==> src/rtl/real_math_pkg.sv <==
// Real-number helpers usable from constant functions at elaboration time.
// Truncation goes through a 64-bit integer, so magnitudes must stay below 2^63.
package real_math_pkg;

  function automatic real trunc(input real x);
    longint t;
    t = longint'(x);
    if (x >= 0.0 && real'(t) > x) t = t - 1;
    else if (x < 0.0 && real'(t) < x) t = t + 1;
    return real'(t);
  endfunction

  function automatic real fmod(input real a, input real b);
    return a - b * trunc(a / b);
  endfunction

  function automatic real abs(input real x);
    return (x < 0.0) ? -x : x;
  endfunction

endpackage

==> src/rtl/frac_tick_scheduler_pkg.sv <==
// Shared types and elaboration-time rate math for the fractional tick scheduler.
// step_from_rate rounds 2^w * f_tick / f_clk to the nearest integer.
package frac_sched_pkg;
  import real_math_pkg::*;

  typedef enum logic {IDLE, RUN} sched_state_t;

  function automatic real pow2(input int w);
    real s;
    s = 1.0;
    for (int i = 0; i < w; i++) s = s * 2.0;
    return s;
  endfunction

  function automatic logic [63:0] step_from_rate(input real f_tick, input real f_clk, input int w);
    logic [63:0] r;
    r = longint'(trunc(pow2(w) * f_tick / f_clk + 0.5));
    return r;
  endfunction

  // Signed error of the rounded step versus the ideal rate, in parts per million.
  function automatic real rate_error_ppm(input real f_tick, input real f_clk, input int w);
    real x, res, delta;
    x     = pow2(w) * f_tick / f_clk;
    res   = fmod(x, 1.0);
    delta = (res >= 0.5) ? (1.0 - res) : -res;
    return (abs(x) > 0.0) ? delta / x * 1.0e6 : 0.0;
  endfunction

endpackage

==> src/rtl/frac_tick_scheduler_if.sv <==
// Step reload channel: valid/ready transfer of a new phase increment.
// Producer holds cfg_step stable while cfg_valid is high and cfg_ready is low.
interface frac_tick_scheduler_if #(parameter int ACC_W = 32);
  logic             cfg_valid;
  logic             cfg_ready;
  logic [ACC_W-1:0] cfg_step;

  modport master (output cfg_valid, output cfg_step, input cfg_ready);
  modport slave  (input cfg_valid, input cfg_step, output cfg_ready);
endinterface

==> src/rtl/frac_tick_scheduler_acc.sv <==
// Phase accumulator: acc advances by step when add is set; carry is the combinational overflow.
// clr zeroes acc and suppresses carry on the same edge.
module frac_phase_acc #(
  parameter int W = 32
) (
  input  logic         clk,
  input  logic         rst,
  input  logic         clr,
  input  logic         add,
  input  logic [W-1:0] step,
  output logic [W-1:0] acc,
  output logic         carry
);

  logic [W:0] sum;

  assign sum   = {1'b0, acc} + {1'b0, step};
  assign carry = add & ~clr & sum[W];

  always_ff @(posedge clk) begin
    if (rst || clr) acc <= '0;
    else if (add)   acc <= sum[W-1:0];
  end

endmodule

==> src/rtl/frac_tick_scheduler.sv <==
// Fractional-rate strobe: tick registered one cycle after the carrying edge, avg rate step/2^ACC_W.
// Step reloads via valid/ready; ready drops while a reload waits for the next tick boundary.
module frac_tick_scheduler
  import frac_sched_pkg::*;
#(
  parameter real              CLK_HZ   = 100.0e6,
  parameter real              TICK_HZ  = 1.0e6,
  parameter int               ACC_W    = 32,
  parameter int               CNT_W    = 16,
  parameter logic [ACC_W-1:0] DEF_STEP = ACC_W'(step_from_rate(TICK_HZ, CLK_HZ, ACC_W))
) (
  input  logic                  clk,
  input  logic                  rst,
  input  logic                  en,
  input  logic                  clr,
  frac_tick_scheduler_if.slave  cfg,
  output logic                  tick,
  output logic [CNT_W-1:0]      tick_cnt,
  output logic                  running,
  output logic                  pending
);

  if (!(TICK_HZ > 0.0) || TICK_HZ > CLK_HZ / 2.0) begin : g_bad_rate
    $error("frac_tick_scheduler: TICK_HZ must be in (0, CLK_HZ/2]");
  end
  if (ACC_W < 4) begin : g_bad_width
    $error("frac_tick_scheduler: ACC_W must be at least 4");
  end

  sched_state_t     state;
  logic [ACC_W-1:0] step;
  logic [ACC_W-1:0] pend_step;
  logic [ACC_W-1:0] acc;
  logic             add;
  logic             leaving;
  logic             carry;
  logic             xfer;

  assign add           = (state == RUN) && en;
  assign leaving       = (state == RUN) && !en;
  assign xfer          = cfg.cfg_valid && !pending;
  assign cfg.cfg_ready = !pending;

  frac_phase_acc #(.W(ACC_W)) u_acc (
    .clk   (clk),
    .rst   (rst),
    .clr   (clr),
    .add   (add),
    .step  (step),
    .acc   (acc),
    .carry (carry)
  );

  always_ff @(posedge clk) begin
    if (rst) begin
      state     <= IDLE;
      step      <= DEF_STEP;
      pend_step <= '0;
      pending   <= 1'b0;
      tick      <= 1'b0;
      tick_cnt  <= '0;
      running   <= 1'b0;
    end else begin
      tick <= carry;
      if (clr)        tick_cnt <= '0;
      else if (carry) tick_cnt <= tick_cnt + CNT_W'(1);

      case (state)
        IDLE: if (en) begin
          state   <= RUN;
          running <= 1'b1;
        end
        RUN: if (!en) begin
          state   <= IDLE;
          running <= 1'b0;
        end
        default: begin
          state   <= IDLE;
          running <= 1'b0;
        end
      endcase

      // A parked step lands on a carry (old step used for that addition) or on IDLE entry.
      if (pending && (carry || leaving)) begin
        step    <= pend_step;
        pending <= 1'b0;
      end else if (xfer) begin
        if (state == IDLE || leaving) begin
          step <= cfg.cfg_step;
        end else begin
          pend_step <= cfg.cfg_step;
          pending   <= 1'b1;
        end
      end
    end
  end

endmodule

==> src/flat_wrapper.sv <==
// flat-port wrapper written by rule: the top's interface ports become plain ports
module frac_tick_scheduler_flat import frac_sched_pkg::*;
#(
  parameter real              CLK_HZ   = 100.0e6,
  parameter real              TICK_HZ  = 1.0e6,
  parameter int               ACC_W    = 32,
  parameter int               CNT_W    = 16,
  parameter logic [ACC_W-1:0] DEF_STEP = ACC_W'(step_from_rate(TICK_HZ, CLK_HZ, ACC_W))
)
  (clk, rst, en, clr, tick, tick_cnt, running, pending, cfg_cfg_valid, cfg_cfg_step, cfg_cfg_ready);
  frac_tick_scheduler_if #(.ACC_W(ACC_W)) cfg_i ();
  input  logic clk;
  input  logic rst;
  input  logic en;
  input  logic clr;
  output logic tick;
  output logic [CNT_W-1:0] tick_cnt;
  output logic running;
  output logic pending;
  input wire logic [$bits(cfg_i.cfg_valid)-1:0] cfg_cfg_valid;
  input wire logic [$bits(cfg_i.cfg_step)-1:0] cfg_cfg_step;
  output wire logic [$bits(cfg_i.cfg_ready)-1:0] cfg_cfg_ready;
  assign cfg_i.cfg_valid = cfg_cfg_valid;
  assign cfg_i.cfg_step = cfg_cfg_step;
  assign cfg_cfg_ready = cfg_i.cfg_ready;
  frac_tick_scheduler #(.CLK_HZ(CLK_HZ), .TICK_HZ(TICK_HZ), .ACC_W(ACC_W), .CNT_W(CNT_W), .DEF_STEP(DEF_STEP)) u_core (.clk(clk), .rst(rst), .en(en), .clr(clr), .cfg(cfg_i), .tick(tick), .tick_cnt(tick_cnt), .running(running), .pending(pending));
endmodule
==> config.mk <==
export PLATFORM = sky130hd
export DESIGN_NAME = frac_tick_scheduler_flat
export DESIGN_NICKNAME = d
export VERILOG_FILES = /design/src/rtl/real_math_pkg.sv /design/src/rtl/frac_tick_scheduler_pkg.sv /design/src/rtl/frac_tick_scheduler_if.sv /design/src/rtl/frac_tick_scheduler_acc.sv /design/src/rtl/frac_tick_scheduler.sv /design/src/flat_wrapper.sv
export SDC_FILE = /design/constraint.sdc
export NUM_CORES = 1
export LEC_CHECK = 0
export BUFFER_PORTS_ARGS = -buffer_cell sky130_fd_sc_hd__buf_2
export CAP_MARGIN = 20
export CORE_ASPECT_RATIO = 0.5
export CORE_UTILIZATION = 55
export CTS_BUF_LIST = sky130_fd_sc_hd__clkbuf_4 sky130_fd_sc_hd__clkbuf_8 sky130_fd_sc_hd__clkbuf_16
export CTS_CLUSTER_SIZE = 20
export DETAILED_ROUTE_END_ITERATION = 6
export PLACE_DENSITY = 0.75
export RECOVER_POWER = 50
export SYNTH_ARGS = -nofsm -noshare
export SYNTH_HDL_FRONTEND = slang
export SYNTH_SLANG_ARGS = --single-unit
==> constraint.sdc <==
create_clock -name clk -period 7.71 [get_ports clk]
set_clock_uncertainty 0.1 [all_clocks]
set_input_delay 1.9275 -clock clk [delete_from_list [all_inputs] [get_ports clk]]
set_output_delay 1.9275 -clock clk [all_outputs]
set_load 0.005 [all_outputs]
==> Implementation_results.wiki <==
{| class="wikitable"
! Metric !! Value
|-
| Outcome || finished, violations left
|-
| Failing checks || max-capacitance violations, max-slew violations
|-
| I/O Buffers || 56
|-
| Via Count || 5650
|-
| 1st-iter DRT viols || 391
|-
| Pre-Repair DR Iteration Count || 5
|-
| Mapped Cells || 766
|-
| Peak per-stage delay on the critical path || 2.23 ns
|-
| Endpoints failing setup || 0
|-
| Routed Wire Length || between 15 and 20 mm
|-
| Filler Cells Inserted || 936
|-
| Netlist Area Pre-Place || 6372 sq um
|-
| Via density per instance || 5.861
|-
| Number of synthesized flops with an enable pin || 0
|-
| Critical path data required time || 7.88 ns
|-
| Worst-case vdd ir drop || 150.0 uV
|-
| Worst min-delay path class || reg2reg
|-
| Area contributors post-synth || dfxtp_1 (36%), ha_1 (6.9%), nand2_1 (6.5%)
|-
| Final setup slack of the worst path || 2.247 ns
|-
| Total global routing track utilization || 0.2629
|-
| Number of post-CTS setup repair buffers || 0
|-
| Nets in the synthesized netlist || 839
|-
| Worst-Skew Late Latency || 0.42 ns
|-
| H-Tree Level Count || 4
|-
| Initial antenna violation count || 0
|-
| Number of sinks handled by clock tree synthesis || 116
|-
| Number of gates resized after CTS || 0
|-
| Number of nets in the layout || 879
|-
| CTS clock-pin slew for the worst setup and hold paths || around 0.06 ns
|-
| Final ANT Viol Nets || 0
|-
| Overall power || 0.001591 W
|-
| Launch point of the worst reg-to-reg path || u_core.step[15]
|-
| Standard cell core area || ~11000 sq um
|-
| Worst slew margin relative to its limit || -1.105
|-
| Worst-Margin Slew || ~3.2 ns
|-
| Final hold violation count || 0
|-
| Ratio of total power to cell area || 218.2 nW/um^2
|-
| DRC violations left || 0
|-
| RSZ-0062 raised after global routing || false
|-
| Maximum clock frequency || 183.0 MHz
|-
| Max-cap check violation count || 1
|-
| Largest net degree at the start of global routing || 71
|-
| Max Slew Vio Count || 71
|-
| Clock tree buffer depth || 2
|-
| Slowest stage cell, crit path || clkbuf_1
|-
| Critical path launch point || rst
|-
| Startpoint type of the worst setup path || primary input
|-
| Yosys Warn Count || 0
|-
| Largest fanout on the critical path || 70
|-
| Critical Path, Cell by Cell || buf_2 > clkbuf_1 > or2_2 > nor2_1 > nand2_1 > o21ai_0
|-
| Netlist cell types || 63
|-
| Synthesized flop and latch total || 116
|-
| Kind of end point of the critical path || flip-flop
|-
| First-pass GRT wire length || 24.89 mm
|-
| Die Footprint || ~12000 sq um
|-
| Weighted congestion at the end of routability-driven global placement || around 0.88
|-
| Worst hold path startpoint || u_core.pend_step[7]
|-
| Leftover overflow at the end of global routing || 0
|-
| I/O pins || 57
|-
| Count of standard-cell rows || 27
|-
| Worst reg2reg setup slack || 4.47 ns
|-
| Fin crit share || 0.7086
|-
| Initial Utilization || 0.5716
|-
| Synth top area share || 0.3644
|-
| Share of layout cells above drive strength 1 || 0.1453
|-
| Seq/Total Area, Yosys || 0.3644
|-
| Detailed Place HPWL || 10.30 mm
|-
| TritonCTS buffer count || 17
|-
| FFs w/ async S/R, synth || 0
|-
| Cell chosen for the clock root || clkbuf_16
|-
| Die extent in x || 154.2 microns
|-
| Avg Synthesized Cell Area || a little over 8 sq um
|-
| Vias in the first global route || between 5000 and 6000
|-
| TritonCTS clock tree || yes
|-
| Most used flip-flop cell after synthesis || dfxtp_1
|-
| Relative area change from synthesis to final layout || 14.41%
|-
| Critical Setup Path Class || in2reg
|-
| Post-placement setup slack || 2.981 ns
|-
| Average wire per standard cell || ~16 microns
|-
| CTS Hold Bufs || 0
|-
| Post-layout minimum cycle time || between 5 and 6 ns
|-
| Diodes inserted || 0
|-
| Pleak || 3.025 nW
|-
| Largest area contributor in the netlist || dfxtp_1
|-
| Final-layout setup total negative slack || 0 ns
|-
| Y dimension of the die || 78.11 microns
|-
| WP data arrival || 5.63 ns
|}
per-layer routing:
metal | vias to the layer above | track usage | routed length (microns)
met1 | 2654 | 0.3324 | 7183
li1 | 2833 | - | -
met5 | - | 0 | 0
met3 | 37 | 0.06129 | 623
met4 | 0 | 0.1110 | 376
met2 | 126 | 0.4341 | 7058
synth_stat cells, types with 5 or more instances:
master	count
ha_1	35
a21o_1	15
a21oi_1	77
mux2i_1	35
o21a_1	6
nor3_1	18
nand3b_1	7
and3_1	6
nand2_1	110
xor2_1	15
o221ai_1	13
nand3_1	13
inv_1	22
or3_1	11
xnor2_1	12
dfxtp_1	116
buf_6	5
o21ai_0	34
buf_2	5
a211oi_1	33
o211ai_1	5
clkbuf_1	32
nor2_1	66
a31oi_1	9
where the power goes:
group	switching, W	internal, W	leakage [nW]
clock	0.000306	0.000497	0.287
combinational	0.0000923	0.0000627	1.80
sequential	0.0000135	0.000618	0.943
total	0.000412	0.00118	3.03
flip-flops by register name, summed over array words and instances (netlist names):
name and cells:
u_core.pending 1, u_core.pend_step 32, u_core.u_acc.acc 32, u_core.tick 1, u_core.step 32, u_core.running 1, u_core.state 1, u_core.tick_cnt 16
layout make-up:
type | count | area (sq um) | share of cell area
sequential | 116 | 2322 | 0.3185
timing repair buffer | 66 | 339.1 | 0.04651
multi-input combinational | 583 | 3764 | 0.5162
inverter | 22 | 82.58 | 0.01133
clock inverter | 13 | 148.9 | 0.02042
tap | 145 | 181.4 | 0.02488
clock buffer | 19 | 452.9 | 0.06212
worst paths after layout:
path / cells past startpoint / to
worst max-delay path: 6 / u_core.u_acc.acc[30]
worst min-delay path: 2 / u_core.pend_step[7]
worst max register to register: 10 / u_core.step[26]
worst min register to register: 2 / u_core.pend_step[7]
per-stage QoR:
stage / hold slack, ns / cells / utilization / area [sq um]
after floorplan: 0.3315 / 766 / - / 6372
final: 0.3527 / 964 / 0.6540 / 7291
after global routing: 0.3669 / 964 / 0.6540 / 7291
after detailed placement: 0.3469 / 932 / 0.6015 / 6705
after global placement: 0.3424 / 932 / 0.6015 / 6705
after CTS: 0.3544 / 964 / 0.6554 / 7307
worst max-delay path: cells and delay by family:
kind | cells | cell delay [ns]
AO/OA/AOI/OAI | 1 | 0.11
buffers and inverters | 2 | 2.30
AND/OR/NAND/NOR | 3 | 1.27
cells by family (layout without fill, tap and decap cells):
| family | Yosys count | in the layout | synth area share |
|---|---|---|---|
| simple gates | 259 | 259 | 0.1865 |
| compound gates | 225 | 225 | 0.2358 |
| flops | 116 | 116 | 0.3644 |
| buf+inv | 67 | 120 | 0.04751 |
| fa+ha+maj | 36 | 36 | 0.07186 |
| mux | 36 | 36 | 0.05675 |
| xor+xnor | 27 | 27 | 0.03711 |
layout by cell type, fill, tap and decap left out, types with 17 or more instances in the layout:
cell	count
nor3_1	18
buf_2	49
ha_1	34
a211oi_1	33
clkbuf_16	17
o21ai_0	34
inv_1	22
mux2i_1	35
nor2_1	66
a21oi_1	77
nand2_1	110
dfxtp_1	116
No activity file was read; power rests on OpenSTA's default activity.
